$ cat src/rtl/adpll_lock_controller.sv
// ADPLL gear-shift and lock-detect sequencer: counts filter correction events per window of
// reference edges, steps ACQUIRE -> TRACK -> LOCKED and falls back when slips get large.
module adpll_lock_controller #(
    parameter int unsigned WIN_EDGES     = 16,
    parameter int unsigned CNT_W         = 8,
    parameter int unsigned LOCK_THRESH   = 2,
    parameter int unsigned UNLOCK_THRESH = 8,
    parameter int unsigned LOCK_WINDOWS  = 4,
    parameter int unsigned KW            = 4,
    parameter logic [KW-1:0] K_ACQ       = KW'(3),
    parameter logic [KW-1:0] K_TRK       = KW'(6)
) (
    input  logic             clk,
    input  logic             reset,
    input  logic             enable,
    input  logic             ref_signal,
    input  logic             carry,
    input  logic             borrow,
    output logic [KW-1:0]    k_sel,
    output logic             filter_clear,
    output logic             locked,
    output logic [1:0]       state,
    output logic [CNT_W-1:0] slip_cnt,
    output logic             window_done
);

    localparam int unsigned EW = (WIN_EDGES > 1) ? $clog2(WIN_EDGES) : 1;
    localparam int unsigned GW = $clog2(LOCK_WINDOWS + 1);
    localparam logic [CNT_W-1:0] EVT_MAX  = '1;
    localparam logic [CNT_W-1:0] LOCK_T   = CNT_W'(LOCK_THRESH);
    localparam logic [CNT_W-1:0] UNLOCK_T = CNT_W'(UNLOCK_THRESH);
    localparam logic [EW-1:0]    LAST_EDGE = EW'(WIN_EDGES - 1);
    localparam logic [GW-1:0]    GOOD_LAST = GW'(LOCK_WINDOWS - 1);
    localparam logic [GW-1:0]    GOOD_MAX  = GW'(LOCK_WINDOWS);

    typedef enum logic [1:0] {
        StIdle    = 2'd0,
        StAcquire = 2'd1,
        StTrack   = 2'd2,
        StLocked  = 2'd3
    } state_e;

    state_e           state_q, state_d;
    logic             ref_d;
    logic [EW-1:0]    edge_cnt;
    logic [CNT_W-1:0] evt_cnt;
    logic [GW-1:0]    good_cnt;

    logic             ref_rise, running, win_close, good_win, good_full, unlock, state_chg;
    logic [CNT_W:0]   evt_sum;
    logic [CNT_W-1:0] evt_total;

    assign ref_rise  = ref_signal & ~ref_d;
    assign running   = (state_q != StIdle);
    assign evt_sum   = {1'b0, evt_cnt} + {{CNT_W{1'b0}}, carry} + {{CNT_W{1'b0}}, borrow};
    // Saturate so a runaway loop never wraps back into the "good" range.
    assign evt_total = evt_sum[CNT_W] ? EVT_MAX : evt_sum[CNT_W-1:0];
    assign win_close = running && ref_rise && (edge_cnt == LAST_EDGE);
    assign good_win  = (evt_total <= LOCK_T);
    assign good_full = good_win && (good_cnt >= GOOD_LAST);
    assign unlock    = (evt_total > UNLOCK_T);
    assign state_chg = (state_d != state_q);
    assign state     = state_q;

    always_comb begin
        state_d = state_q;
        if (!enable) begin
            state_d = StIdle;
        end else begin
            unique case (state_q)
                StIdle:    state_d = StAcquire;
                StAcquire: if (win_close && good_full) state_d = StTrack;
                StTrack: begin
                    if (win_close && unlock)         state_d = StAcquire;
                    else if (win_close && good_full) state_d = StLocked;
                end
                StLocked:  if (win_close && unlock) state_d = StAcquire;
                default:   state_d = StIdle;
            endcase
        end
    end

    always_ff @(posedge clk) begin
        if (!reset) begin
            state_q      <= StIdle;
            ref_d        <= 1'b0;
            edge_cnt     <= '0;
            evt_cnt      <= '0;
            good_cnt     <= '0;
            k_sel        <= K_ACQ;
            filter_clear <= 1'b0;
            locked       <= 1'b0;
            slip_cnt     <= '0;
            window_done  <= 1'b0;
        end else begin
            ref_d        <= ref_signal;
            state_q      <= state_d;
            k_sel        <= (state_d == StTrack || state_d == StLocked) ? K_TRK : K_ACQ;
            locked       <= (state_d == StLocked);
            filter_clear <= state_chg && (state_d == StAcquire || state_d == StTrack);
            window_done  <= win_close;
            if (win_close) slip_cnt <= evt_total;

            // Any state change restarts measurement so the next window is full-length.
            if (state_chg || win_close || !running) begin
                edge_cnt <= '0;
                evt_cnt  <= '0;
            end else begin
                evt_cnt <= evt_total;
                if (ref_rise) edge_cnt <= edge_cnt + EW'(1);
            end

            if (state_chg || !running) begin
                good_cnt <= '0;
            end else if (win_close) begin
                if (!good_win)                good_cnt <= '0;
                else if (good_cnt != GOOD_MAX) good_cnt <= good_cnt + GW'(1);
            end
        end
    end

endmodule

$ cat config.mk
export PLATFORM = sky130hd
export DESIGN_NAME = adpll_lock_controller
export DESIGN_NICKNAME = d
export VERILOG_FILES = /design/src/rtl/adpll_lock_controller.sv
export SDC_FILE = /design/constraint.sdc
export NUM_CORES = 1
export LEC_CHECK = 0
export CAP_MARGIN = 20
export CORE_MARGIN = 3
export CORE_UTILIZATION = 58
export CTS_CLUSTER_SIZE = 16
export DETAILED_ROUTE_END_ITERATION = 8
export PLACE_DENSITY_LB_ADDON = 0.2
export SLEW_MARGIN = 20
export SYNTH_ARGS = -nofsm -noshare
export SYNTH_HDL_FRONTEND = slang
export SYNTH_SLANG_ARGS = --single-unit
$ cat constraint.sdc
create_clock -name clk -period 6.2 [get_ports clk]
set_clock_uncertainty 0.05 [all_clocks]
set_input_delay 0.62 -clock clk [delete_from_list [all_inputs] [get_ports clk]]
set_output_delay 0.62 -clock clk [all_outputs]
set_load 0.02 [all_outputs]
==> results.ini, run 1 <==
[global_route]
grt_pass1_vias = 1235
grt_use_met1_pct = 27.3
gr-usage-met2_pct = 33.1
grt_pass1_wl_um = 5640
grtUsageMet3_pct = 7.63
grt-ovfl-total = 0
grt_usage_pct = 21.8
busiest_layer = met2
grt_max_degree = 15
antenna_found_initial = 0

[logic_synthesis]
netlist_area_sq_um = 1650
async_flop_share_pct = 0
synth_edf_count = 0
ys_types = 54
synth-seq-cells = 31
synthTopCellsByArea = dfxtp_1, nor2_1, ha_1
syn_nets = 189
seq_area_frac_synth_pct = 37.5
muxShareOfSynthArea_pct = 1.21
ys.flop_type = dfxtp_1
synth_top_area_share_pct = 37.5
yosysWarnings = 0
synth_compound_area_share_pct = 22.2
synth_xor_area_share_pct = 2.65
synth_largest_area_cell = dfxtp_1
synth_top_family_by_area = simple AND/OR/NAND/NOR gates
synth.cells.most_frequent = dfxtp_1, nor2_1, nand2_1
avgSynthCellArea_sq_um = 9.45
yosysMostFrequentCell = dfxtp_1
yosys.area_share.simple_pct = 24.0
synth_fa_ha_area_share_pct = 6.51
syn-instance-count = 175

[timing]
hold_violations = 0
rsz0062_at_grt = no
finalHoldWorstSlack_ns = 0.452
slew_headroom_pct = 49.1
fin_crit_ns = 3.63
setup-tns-final_ns = 0
final-setup-viol-count = 0
worst_pin_slew_ns = 0.759
finalMaxSlewViolations = 0
max_freq_mhz = 275
fin_crit_sh_pct = 58.6

[critical_path]
crit_chain = clkdlybuf4s50_1 -> fa_1 -> ha_1 -> a21oi_1 -> nand4bb_4 -> nor3_4 -> nand3_2 -> a21boi_1 -> ha_1 -> or3_1 -> nor3_2
cp_slowest_stage_delay_ns = 0.48
path_max_fanout = 6
worstSetupEndpointType = flop
cpMaxStageDelayCell = fa_1
cp.arrival_ns = 3.85
worst_path_most_repeated_cell = ha_1
r2r-start = evt_cnt[0]$_SDFF_PP0_
cp_num_buf_inv = 1
crit_required_ns = 6.42
path_delay_family = simple AND/OR/NAND/NOR gates
cp-startpoint = carry
reg2regPathDepth = 10
r2r_slack_ns = 3.02
rr_endpoint = filter_clear$_SDFF_PN0_
worstSetupPathType = input port to flop
start_kind = input port

[clocking]
cts_tree = yes
root_buffer = clkbuf_4
insertion_delay_ns = 0.34
cts.repair.resized = 0
ctsHoldBuffers = 0
numCtsBuffers = 5
clkTransAtPathRegs_ns = 0.09
cts-htree-levels = 2
clk_path_buf_depth = 2
cts.sinks = 31
cts_setup_buffers = 0

[routing]
wl_um = 3270
drcViolationCount = 0
viasPerCell = 5.92
wl_per_cell_um = 14.5
num_vias = 1338
drt_pass1_iterations = 4
ant_nets = 0
drt-initial-drc-count = 39

[flow_run]
maxCapViolations = 0

[pwr]
leakagePower_uw = 0.000665
power_density_nw_per_um2 = 216
finalPower_uw = 419
worst_ir_drop_vdd_mv = 0.292

[cells_and_area]
n_antenna_cell = 0
drive_above_1_share_pct = 12.8
multi_input_comb_area_sq_um = 942
seqCellArea_sq_um = 621
nets = 209
area_growth_pct = 17.0
fill_cells = 203

[outcome]
status = finished clean

[die]
die_y_um = 59.4
core_sq_um = 2590
ios = 23
die_x_um = 59.4
initial_core_util_pct = 63.9
rows = 18
die_area_sq_um = 3530

[place]
globalplace.congestion = 0.835
io_buffers = 20
hpwl_um = 2420

[worst_hold_path]
hp-class = flop to flop
holdPathStages = 2
min_from = slip_cnt[5]$_SDFFE_PN0P_
hold_end = slip_cnt[5]$_SDFFE_PN0P_

-- state kept, by name, indices dropped and copies added, names as in the netlist --
register	cells
ref_d	1
state	2
filter_clear	1
window_done	1
locked	1
slip_cnt	8
k_sel	2
good_cnt	3
evt_cnt	8
edge_cnt	4
-- final cells by class --
type,count,area share (%)
clock buffers,6,2.13
clock inverters,2,3.10
inverters,9,1.75
multi-input cells,128,48.7
flip-flops and latches,31,32.1
well taps,30,1.94
repair buffers,20,10.3
-- stage by stage --
stage,util (%),cells,setup WS (ns),cell area (sq um)
floorplan,-,175,2.96,1650
global placement,70.8,218,2.42,1830
detailed placement,70.8,218,2.25,1830
CTS,74.7,226,2.60,1940
global route,74.7,226,2.46,1940
finish,74.7,226,2.57,1940
-- worst max path at each step --
stage | endpoint | depth (start not counted)
final | filter_clear$_SDFF_PN0_ | 11
after floorplan | filter_clear$_SDFF_PN0_ | 10
after global routing | filter_clear$_SDFF_PN0_ | 11
after CTS | filter_clear$_SDFF_PN0_ | 11
after detailed placement | filter_clear$_SDFF_PN0_ | 11
after global placement | filter_clear$_SDFF_PN0_ | 11
-- layout by cell type, fill, tap and decap left out, types with 3 or more instances in the layout --
cell             netlist  routed
a21oi_1                7       7
ha_1                   7       7
nor2b_1                3       3
o31ai_1                3       3
nor3_1                 5       5
nor2_1                26      26
a211oi_1              10      10
nand2_1               11      11
nor3_2                 3       3
o21ai_0                3       3
dfxtp_1               31      31
clkbuf_4               0       5
inv_1                  7       7
xnor2_1                3       3
and2_1                 4       4
clkdlybuf4s50_1        0      20
-- logic make-up after synthesis --
kind of cell               Yosys count
AOI/OAI and AO/OA                   44
xor gates and xnor gates             5
adders and majority gates            8
buffers and inverters               16
DFF                                 31
muxes                                2
other                                2
and+or+nand+nor                     67
-- worst register-to-register path: cells and delay by family (launching register included) --
family                     cells  cell delay, ns
AOI/OAI and AO/OA              2            0.58
DFF                            1            0.32
and+or+nand+nor                5            1.12
adders and majority gates      3            1.04
-- layer usage --
metal,wire [um],share of wire (%)
met3,182,5.6
met5,0,0
met2,1550,47
met1,1480,45
met4,57,1.7
-- where the power goes --
part / switching, uW / internal (uW) / total [uW]
Sequential: 1.46 / 200 / 202
Combinational: 11.9 / 9.08 / 21.0
Clock: 70.0 / 126 / 196
Total: 83.3 / 335 / 419
No activity file was read; power rests on OpenSTA's default activity.
==> run 2: changes to the inputs <==
CORE_UTILIZATION = 54   (was 58)
clock period = 3.5 ns   (was 6.2 ns; I/O delays follow)
==> run 2 against run 1 <==
Net effect: sequential power up 77%; clock-buffer cell count increased by 2; largest power group unchanged; via count is 1.0% lower; final area rose by 0.32%; register-to-register slack got worse by 2.5 ns; largest cell class unchanged; die area grew 6.7%; critical path depth unchanged.
==> results.ini, run 2 (same netlist as run 1, synthesis figures left out) <==
[routing]
wl_per_cell_um = 13.7
wl_met1_um = 1400
drt_pass1_iterations = 4
viasPerCell = 5.71
ant_nets = 0
wl_um = 3170
wl_met3_um = 167
drcViolationCount = 0
wl_met2_um = 1530
drt-initial-drc-count = 67
num_vias = 1324
top_layer_used = met4

[timing]
worst_pin_slew_ns = 0.757
slew_headroom_pct = 49.2
fin_crit_ns = 3.17
rsz0062_at_grt = no
final-setup-viol-count = 0
finalMaxSlewViolations = 0
fin_crit_sh_pct = 90.6
hold_violations = 0
max_freq_mhz = 316
setup-tns-final_ns = 0

[outcome]
status = finished clean

[pwr]
p_seq_share_pct = 56.9
power_density_nw_per_um2 = 324
switching_share_pct = 22.1
switching_power_uw = 139
leakagePower_uw = 0.000675
finalPower_uw = 628
comb_power_share_pct = 6.0
pwr-share-clk_pct = 37.1
internal-power_uw = 490
worst_ir_drop_vdd_mv = 0.263

[global_route]
grt_max_degree = 15
grt_pass1_wl_um = 5710
grt_pass1_vias = 1318
grt_usage_pct = 20.5
grt-ovfl-total = 0
antenna_found_initial = 0

[die]
initial_core_util_pct = 58.5
rows = 19
die_area_sq_um = 3760
die_x_um = 61.3
core_sq_um = 2830
die_y_um = 61.3
ios = 23

[cells_and_area]
nets = 214
drive_above_1_share_pct = 14.9
n_antenna_cell = 0
final_common_cell = dfxtp_1
top_regs = evt_cnt: 8 flops, slip_cnt: 8 flops, edge_cnt: 4 flops
design_area_sq_um = 1940
final_cell_mix = dfxtp_1, nor2_1, clkdlybuf4s50_1, nand2_1, a211oi_1
area_growth_pct = 17.4

[clocking]
insertion_delay_ns = 0.32
root_buffer = clkbuf_4
clkTransAtPathRegs_ns = 0.09
cts.repair.resized = 0
clk_path_buf_depth = 2
numCtsBuffers = 5
cts_setup_buffers = 0
cts_tree = yes
ctsHoldBuffers = 0
cts.sinks = 31
cts-htree-levels = 2

[flow_run]
maxCapViolations = 0

[critical_path]
path_max_fanout = 5
worstSetupEndpointType = flop
start_kind = input port
crit_required_ns = 3.71
worstSetupPathType = input port to flop
cp.arrival_ns = 3.38

[place]
dpl-instance-area_sq_um = 1870
globalplace.congestion = 0.855
io_buffers = 20
hpwl_um = 2450

[worst_hold_path]
hp-class = flop to flop

[run 2: changes by cell type in the layout (fill, tap and decap cells not counted), sizes merged]
cell    change
bufinv      -2
buf         +5
clkbuf      +2
[run 2: area by class of cell]
cell class	instances	area [sq um]
Clock buffer	8	68.8
Sequential cell	31	621
Fill cell	237	887
Inverter	9	33.8
Timing Repair Buffer	25	238
Multi-Input combinational cell	128	942
Tap cell	31	38.8
[run 2: metal layers]
layer  track usage [%]  vias up
li1                  -      675
met5                 0        -
met2              33.2       40
met1              25.9      600
met4              9.70        0
met3              4.40        9
[run 2: path summary, 6_finish.rpt]
path                            depth (start not counted)                startpoint                  endpoint  slack [ns]
worst max-delay path                                   11                     carry   filter_clear$_SDFF_PN0_        0.33
worst min-delay path                                    2  slip_cnt[3]$_SDFFE_PN0P_  slip_cnt[3]$_SDFFE_PN0P_        0.45
worst max register to register                         10     evt_cnt[0]$_SDFF_PP0_   filter_clear$_SDFF_PN0_        0.53
worst min register to register                          2  slip_cnt[3]$_SDFFE_PN0P_  slip_cnt[3]$_SDFFE_PN0P_        0.45
[run 2: worst max-delay path, stage by stage]
cell	delay [ns]
clkdlybuf4s50_1	0.43
fa_1	0.45
ha_1	0.33
a21oi_1	0.30
nand4bb_4	0.16
nor3_4	0.18
nand3_2	0.14
a21boi_1	0.23
ha_1	0.26
or3_1	0.39
nor3_2	0.15
[run 2: power groups by stage]
stage / Combinational, uW / Sequential (uW) / Clock (uW)
3_5_place_dp: 38.0 / 366 / 0
6_report: 38.0 / 357 / 233
3_3_place_gp: 36.8 / 365 / 0
2_1_floorplan: 24.6 / 365 / 0
5_1_grt: 42.0 / 358 / 261
4_1_cts: 38.2 / 357 / 241
[run 2: through the flow]
stage	util, %	setup WS, ns	hold slack [ns]	std cells
global placement	66.2	0.106	0.419	224
detailed placement	66.2	0.00765	0.437	224
CTS	68.6	0.346	0.455	232
finish	68.6	0.331	0.452	232
global route	68.6	0.159	0.507	232
floorplan	-	0.529	0.422	175
